===== src/rtl/i_fetch_pkg.sv =====
// Shared definitions for the instruction-fetch stage and its IF/ID register.
package i_fetch_pkg;

  localparam logic [31:0] RESET_PC_DEFAULT  = 32'h0000_0000;
  localparam logic [31:0] NOP_INSTR_DEFAULT = 32'h0000_0000;  // sll r0,r0,0

  typedef enum logic [1:0] {
    ST_IDLE  = 2'd0,
    ST_REQ   = 2'd1,
    ST_HOLD  = 2'd2,
    ST_DRAIN = 2'd3
  } fetch_state_e;

  // IF/ID bundle, layout shared with the decode-stage register.
  typedef struct packed {
    logic [31:0] instr;
    logic [31:0] npc;
    logic        valid;
  } if_id_t;

  localparam int IF_ID_W = $bits(if_id_t);

  // Bubble entry: NOP instruction, zero npc, not valid.
  function automatic if_id_t make_bubble(input logic [31:0] nop);
    if_id_t b;
    b.instr = nop;
    b.npc   = 32'h0000_0000;
    b.valid = 1'b0;
    return b;
  endfunction

  // Sequential PC increment, modulo 2^32.
  function automatic logic [31:0] pc_plus4(input logic [31:0] pc);
    return pc + 32'd4;
  endfunction

endpackage


===== src/rtl/i_fetch_if_id.sv =====
// IF/ID pipeline register with load, hold and flush controls (flush wins).
module i_fetch_if_id
  import i_fetch_pkg::*;
#(
  parameter logic [31:0] NOP_INSTR = NOP_INSTR_DEFAULT
) (
  input  logic               clk,
  input  logic               rst_n,
  input  logic               load,
  input  logic               flush,
  input  logic [IF_ID_W-1:0] din,
  output logic [IF_ID_W-1:0] dout
);

  if_id_t data_r;

  // Pipeline register: flush inserts a bubble, load captures din, else hold.
  always_ff @(posedge clk or negedge rst_n) begin
    if (!rst_n) begin
      data_r <= make_bubble(NOP_INSTR);
    end else if (flush) begin
      data_r <= make_bubble(NOP_INSTR);
    end else if (load) begin
      data_r <= if_id_t'(din);
    end else begin
      data_r <= data_r;
    end
  end

  assign dout = data_r;

endmodule


===== src/rtl/i_fetch.sv =====
// Instruction-fetch stage: owns the PC, drives the imem handshake and the IF/ID register.
module i_fetch
  import i_fetch_pkg::*;
#(
  parameter logic [31:0] RESET_PC  = RESET_PC_DEFAULT,
  parameter logic [31:0] NOP_INSTR = NOP_INSTR_DEFAULT
) (
  input  logic        clk,
  input  logic        rst_n,
  input  logic        stall,
  input  logic        pc_src,
  input  logic [31:0] branch_target,
  output logic        imem_req,
  output logic [31:0] imem_addr,
  input  logic        imem_valid,
  input  logic [31:0] imem_rdata,
  output logic [31:0] IF_ID_instruction_out,
  output logic [31:0] IF_ID_npc_out,
  output logic        IF_ID_valid
);

  fetch_state_e state_r, state_s;
  logic [31:0]  pc_r, pc_s;
  logic [31:0]  req_addr_r, req_addr_s;
  logic [31:0]  skid_instr_r, skid_instr_s;
  logic [31:0]  skid_npc_r, skid_npc_s;
  logic         req_r, req_s;
  logic [31:0]  addr_r, addr_s;
  logic         ifid_load_s, ifid_flush_s;
  if_id_t       ifid_din_s, ifid_q_s;
  logic [31:0]  target_s;

  // Low two bits of the redirect address are forced to zero (word aligned).
  assign target_s = branch_target & 32'hFFFF_FFFC;

  // Next-state, PC, skid and IF/ID control decode.
  always_comb begin
    state_s      = state_r;
    pc_s         = pc_r;
    req_addr_s   = req_addr_r;
    skid_instr_s = skid_instr_r;
    skid_npc_s   = skid_npc_r;
    ifid_load_s  = 1'b0;
    ifid_flush_s = 1'b0;
    ifid_din_s.instr = imem_rdata;
    ifid_din_s.npc   = pc_plus4(pc_r);
    ifid_din_s.valid = 1'b1;

    case (state_r)
      ST_IDLE: begin
        state_s = ST_REQ;
      end
      ST_REQ: begin
        if (pc_src) begin
          ifid_flush_s = 1'b1;
          pc_s         = target_s;
          if (imem_valid) begin
            state_s = ST_REQ;
          end else begin
            req_addr_s = pc_r;
            state_s    = ST_DRAIN;
          end
        end else if (imem_valid && !stall) begin
          ifid_load_s = 1'b1;
          pc_s        = pc_plus4(pc_r);
        end else if (imem_valid) begin
          skid_instr_s = imem_rdata;
          skid_npc_s   = pc_plus4(pc_r);
          state_s      = ST_HOLD;
        end else if (!stall) begin
          ifid_flush_s = 1'b1;
        end else begin
          state_s = ST_REQ;
        end
      end
      ST_HOLD: begin
        if (pc_src) begin
          ifid_flush_s = 1'b1;
          pc_s         = target_s;
          state_s      = ST_REQ;
        end else if (!stall) begin
          ifid_load_s      = 1'b1;
          ifid_din_s.instr = skid_instr_r;
          ifid_din_s.npc   = skid_npc_r;
          pc_s             = pc_plus4(pc_r);
          state_s          = ST_REQ;
        end else begin
          state_s = ST_HOLD;
        end
      end
      ST_DRAIN: begin
        // The abandoned request's data is never loaded; redirect or no stall flushes.
        if (pc_src) begin
          pc_s = target_s;
        end else begin
          pc_s = pc_r;
        end
        if (pc_src || !stall) begin
          ifid_flush_s = 1'b1;
        end else begin
          ifid_flush_s = 1'b0;
        end
        if (imem_valid) begin
          state_s = ST_REQ;
        end else begin
          state_s = ST_DRAIN;
        end
      end
      default: begin
        state_s = ST_IDLE;
      end
    endcase
  end

  // Request/address for the coming cycle, so the memory interface is driven from flops.
  always_comb begin
    req_s  = (state_s == ST_REQ) || (state_s == ST_DRAIN);
    addr_s = pc_s;
    if (state_s == ST_DRAIN) begin
      addr_s = req_addr_s;
    end else begin
      addr_s = pc_s;
    end
  end

  // Fetch state, PC, held address, skid buffer and memory-interface registers.
  always_ff @(posedge clk or negedge rst_n) begin
    if (!rst_n) begin
      state_r      <= ST_IDLE;
      pc_r         <= RESET_PC;
      req_addr_r   <= RESET_PC;
      skid_instr_r <= 32'h0000_0000;
      skid_npc_r   <= 32'h0000_0000;
      req_r        <= 1'b0;
      addr_r       <= RESET_PC;
    end else begin
      state_r      <= state_s;
      pc_r         <= pc_s;
      req_addr_r   <= req_addr_s;
      skid_instr_r <= skid_instr_s;
      skid_npc_r   <= skid_npc_s;
      req_r        <= req_s;
      addr_r       <= addr_s;
    end
  end

  i_fetch_if_id #(
    .NOP_INSTR(NOP_INSTR)
  ) u_if_id (
    .clk  (clk),
    .rst_n(rst_n),
    .load (ifid_load_s),
    .flush(ifid_flush_s),
    .din  (ifid_din_s),
    .dout (ifid_q_s)
  );

  assign imem_req              = req_r;
  assign imem_addr             = addr_r;
  assign IF_ID_instruction_out = ifid_q_s.instr;
  assign IF_ID_npc_out         = ifid_q_s.npc;
  assign IF_ID_valid           = ifid_q_s.valid;

endmodule


===== config.mk =====
export PLATFORM = sky130hd
export DESIGN_NAME = i_fetch
export DESIGN_NICKNAME = d
export VERILOG_FILES = /design/src/rtl/i_fetch_pkg.sv /design/src/rtl/i_fetch_if_id.sv /design/src/rtl/i_fetch.sv
export SDC_FILE = /design/constraint.sdc
export NUM_CORES = 1
export LEC_CHECK = 0
export ABC_AREA = 1
export CELL_PAD_IN_SITES_DETAIL_PLACEMENT = 2
export CELL_PAD_IN_SITES_GLOBAL_PLACEMENT = 2
export CORE_AREA = 2 2 200 222
export DETAILED_ROUTE_END_ITERATION = 8
export DIE_AREA = 0 0 202 224
export GPL_ROUTABILITY_DRIVEN = 0
export HOLD_SLACK_MARGIN = 0.02
export PLACE_DENSITY = 0.82
export SLEW_MARGIN = 20
export SYNTH_ARGS = -nofsm -noshare
export SYNTH_HDL_FRONTEND = slang
export SYNTH_HIERARCHICAL = 1
export SYNTH_SLANG_ARGS = --single-unit

===== constraint.sdc =====
create_clock -name clk -period 2.1 [get_ports clk]
set_clock_uncertainty 0.05 [all_clocks]
set_input_delay 0.42 -clock clk [delete_from_list [all_inputs] [get_ports clk]]
set_output_delay 0.42 -clock clk [all_outputs]
set_load 0.05 [all_outputs]

==> summary.txt <==
Layout
  • Final net count: 1931
  • Filler instances: 4886
  • Most frequent cells in the layout: nand2_1, o21ai_0, dfrtp_1
  • Antenna diode count: 0
  • Fraction of layout cells with a size suffix above 1: 0.1987
  • Syn-to-layout area delta: 37.67%
  • Final non-filler cell total: 2451
  • Commonest non-fill, non-tap cell in the layout: nand2_1

Timing
  • Worst setup margin: -0.2172 ns
  • Setup violators final: 45
  • Worst-Margin Slew: 0.5163 ns
  • Fin crit share: 1.103
  • WHS: 0.3007 ns
  • Max Slew Vio Count: 0
  • RSZ-0062 raised after global routing: true
  • Min cycle time layout: 2.317 ns
  • Final Hold Fails: 0
  • Worst slew margin: 0.6546
  • Fmax achieved: 431.6 MHz

Floorplan
  • Core ar.: 42940 sq um
  • Number of core rows: 80
  • Die H: 224 um
  • Die extent in x: 202 um
  • Top Ports: 167
  • Initial Util: 0.2775
  • Die ar.: 45250 sq um

Global routing
  • Tot GR Track Use: 0.2100
  • Grt ovf: 0
  • First-pass GRT wire length: 75.51 mm
  • Largest net degree at the start of global routing: 87
  • Number of global-route vias before repair: 13310
  • Initial antenna violation count: 0

Detailed routing
  • Vias: 12330
  • 1st-pass router iterations: 5
  • Final WL: 52.60 mm
  • DR iter-0 viols: 570
  • Detail Route Antenna Nets: 0
  • Drt wl/cell: 21.46 um
  • DRC Markers: 0
  • Vias/cell: 5.030

Synth
  • Synth top area cells: dfrtp_1, nand2_1, o21ai_0
  • Synth area leader: dfrtp_1
  • Share of async-settable or async-resettable flops after synthesis: 1.000
  • Sequential cell area fraction in the yosys report: 0.4788
  • Synthesized area: 11920 sq um
  • Ys flop type: dfrtp_1
  • Synthesized instance count: 1607
  • Synth cell types: 40
  • Avg Cell Area, Syn: 7.415 sq um
  • Mapped Nets: 1681
  • Number of synthesized flops with an enable pin: 0
  • Synthesized flop and latch total: 228
  • Synth warnings: 6
  • Top-area cell type share of the netlist area: 0.4788

Setup path
  • Reg2reg path depth: 10
  • Slowest cell on crit path: dfrtp_1
  • Crit-path max FO: 20
  • R2r startpoint: state_r[0]$_DFF_PN0_
  • Setup CP Type: register to register
  • Worst-path cell chain: inv_2 > ha_2 > buf_12 > nand2_1 > nand4_1 > nand2_4 > inv_2 > buf_12 > nand2_1 > nand2_2
  • Arrival time at the worst endpoint: 2.69 ns
  • Max stage delay on crit path: 0.45 ns
  • Setup crit start kind: register
  • CP required: 2.48 ns
  • Flop2flop setup slack: -0.22 ns
  • CP endpoint kind: register
  • FF-to-FF End: imem_addr[16]$_DFF_PN0_

CTS
  • H-tree depth reported by CTS: 1
  • Sink Count: 228
  • Num CTS Buffers: 26
  • Clock buffer depth: 3
  • CTS tree: built
  • Worst-skew pair later-pin latency: 0.57 ns
  • CTS Root Cell: clkbuf_16
  • Reg clk slew, reported paths: 0.07 ns

Pwr
  • Power Density: 1550 nW/um^2
  • Max VDD drop: 647.6 uV
  • Pleak: 8.185 nW

Place
  • Placed insts: 2366
  • IO buf count: 164
  • Placed wire-length estimate: 32.75 mm

Run status
  • Failing checks: setup timing
  • Run status: finished, violations left

Worst hold path
  • HP Class: input pin to asynchronous set/reset pin

Flow run
  • Max-Cap Viols: 0
-- final cells by class --
class / instances / area (sq um) / share of cell area
clock buffers: 39 / 759.5 / 0.04629
clock inverters: 9 / 110.1 / 0.006711
inverters: 126 / 476.7 / 0.02906
multi-input cells: 1159 / 5669 / 0.3456
flip-flops and latches: 228 / 5713 / 0.3482
well taps: 574 / 718.2 / 0.04378
repair buffers: 316 / 2959 / 0.1804
-- logic make-up after synthesis --
kind of cell / synth area share
AO/OA/AOI/OAI: 0.1225
XOR/XNOR: 0.01459
adder cells (fa/ha/maj): 0.005250
other: 0.0003147
flip-flops: 0.4788
AND/OR/NAND/NOR: 0.2984
buffers and inverters: 0.08011
-- repair_timing --
| action | CTS | global route |
|---|---|---|
| setup buffers | 11 | 24 |
| gates resized for setup | 88 | 113 |
| cloned | 2 | 0 |
| setup endpoints to repair | 211 | 155 |
| hold buffers | 1 | 0 |
| pin swaps | 10 | 34 |
| hold endpoints to repair | 33 | 0 |
-- critical path: cells and delay by family (launching register included) --
kind	cells	cell delay, ns
simple gates	5	0.88
fa+ha+maj	1	0.24
buf+inv	4	0.54
flops	1	0.45
-- where the power goes --
group | internal [mW] | total (mW) | switching [mW]
Sequential | 6.23 | 7.44 | 1.21
Clock | 2.75 | 4.73 | 1.99
Combinational | 4.19 | 13.2 | 9.06
Total | 13.2 | 25.4 | 12.3
-- flip-flops by register name (all words and copies together) (netlist names) --
register and count:
skid_npc_r 32, pc_r 32, req_addr_r 32, imem_addr 32
skid_instr_r 32, imem_req 1, state_r 2, u_if_id/dout 65
-- synthesized netlist by cell type, types with 2 or more instances --
cell       number
nand2_1       612
nand3_1       124
buf_4           7
and2_1          3
o21bai_1        5
nor2_1         90
nand2_2         9
nand2_4         3
inv_1         121
o221ai_1        6
buf_1           2
nand4_1         2
o21ai_1         8
nor2_2          3
clkbuf_1       47
ha_1            5
buf_2          29
dfrtp_1       228
o2111ai_1       2
o211ai_1        3
nor2_4         13
inv_2           4
o21ai_0       242
xor2_1          5
a21oi_1         7
xor2_2          8
buf_6           6
-- routing by layer --
layer,vias to the layer above,part of all wire,wire (um),global-route usage
li1,5588,-,-,-
met1,6264,0.42,21910,0.2600
met2,328,0.50,26420,0.3813
met3,148,0.037,1928,0.02299
met4,0,0.044,2332,0.06499
met5,-,0,0,0
-- metrics by stage --
step                      power, mW  cell area, sq um  utilization  setup TNS, ns  setup WS [ns]
after floorplan               14.43             11920            -              0       0.001214
after global placement        18.79             14820       0.3451         -46.36        -0.3893
after detailed placement      19.43             14820       0.3451         -62.87        -0.5017
after CTS                     24.57             15890       0.3701       -0.07959       -0.04122
after global routing          26.97             16410       0.3821         -11.11        -0.2857
final                         25.42             16410       0.3821         -4.528        -0.2172
-- worst max-delay path by stage --
stage	start	to
finish	state_r[0]$_DFF_PN0_	imem_addr[16]$_DFF_PN0_
floorplan	state_r[1]$_DFF_PN0_	u_if_id/dout[22]$_DFFE_PN0P_
CTS	pc_r[3]$_DFF_PN0_	imem_addr[24]$_DFF_PN0_
global placement	imem_valid	imem_addr[10]$_DFF_PN0_
global route	pc_r[3]$_DFF_PN0_	imem_addr[25]$_DFF_PN0_
detailed placement	imem_valid	imem_addr[10]$_DFF_PN0_
Note: power is estimated with default switching activity, not from simulation.
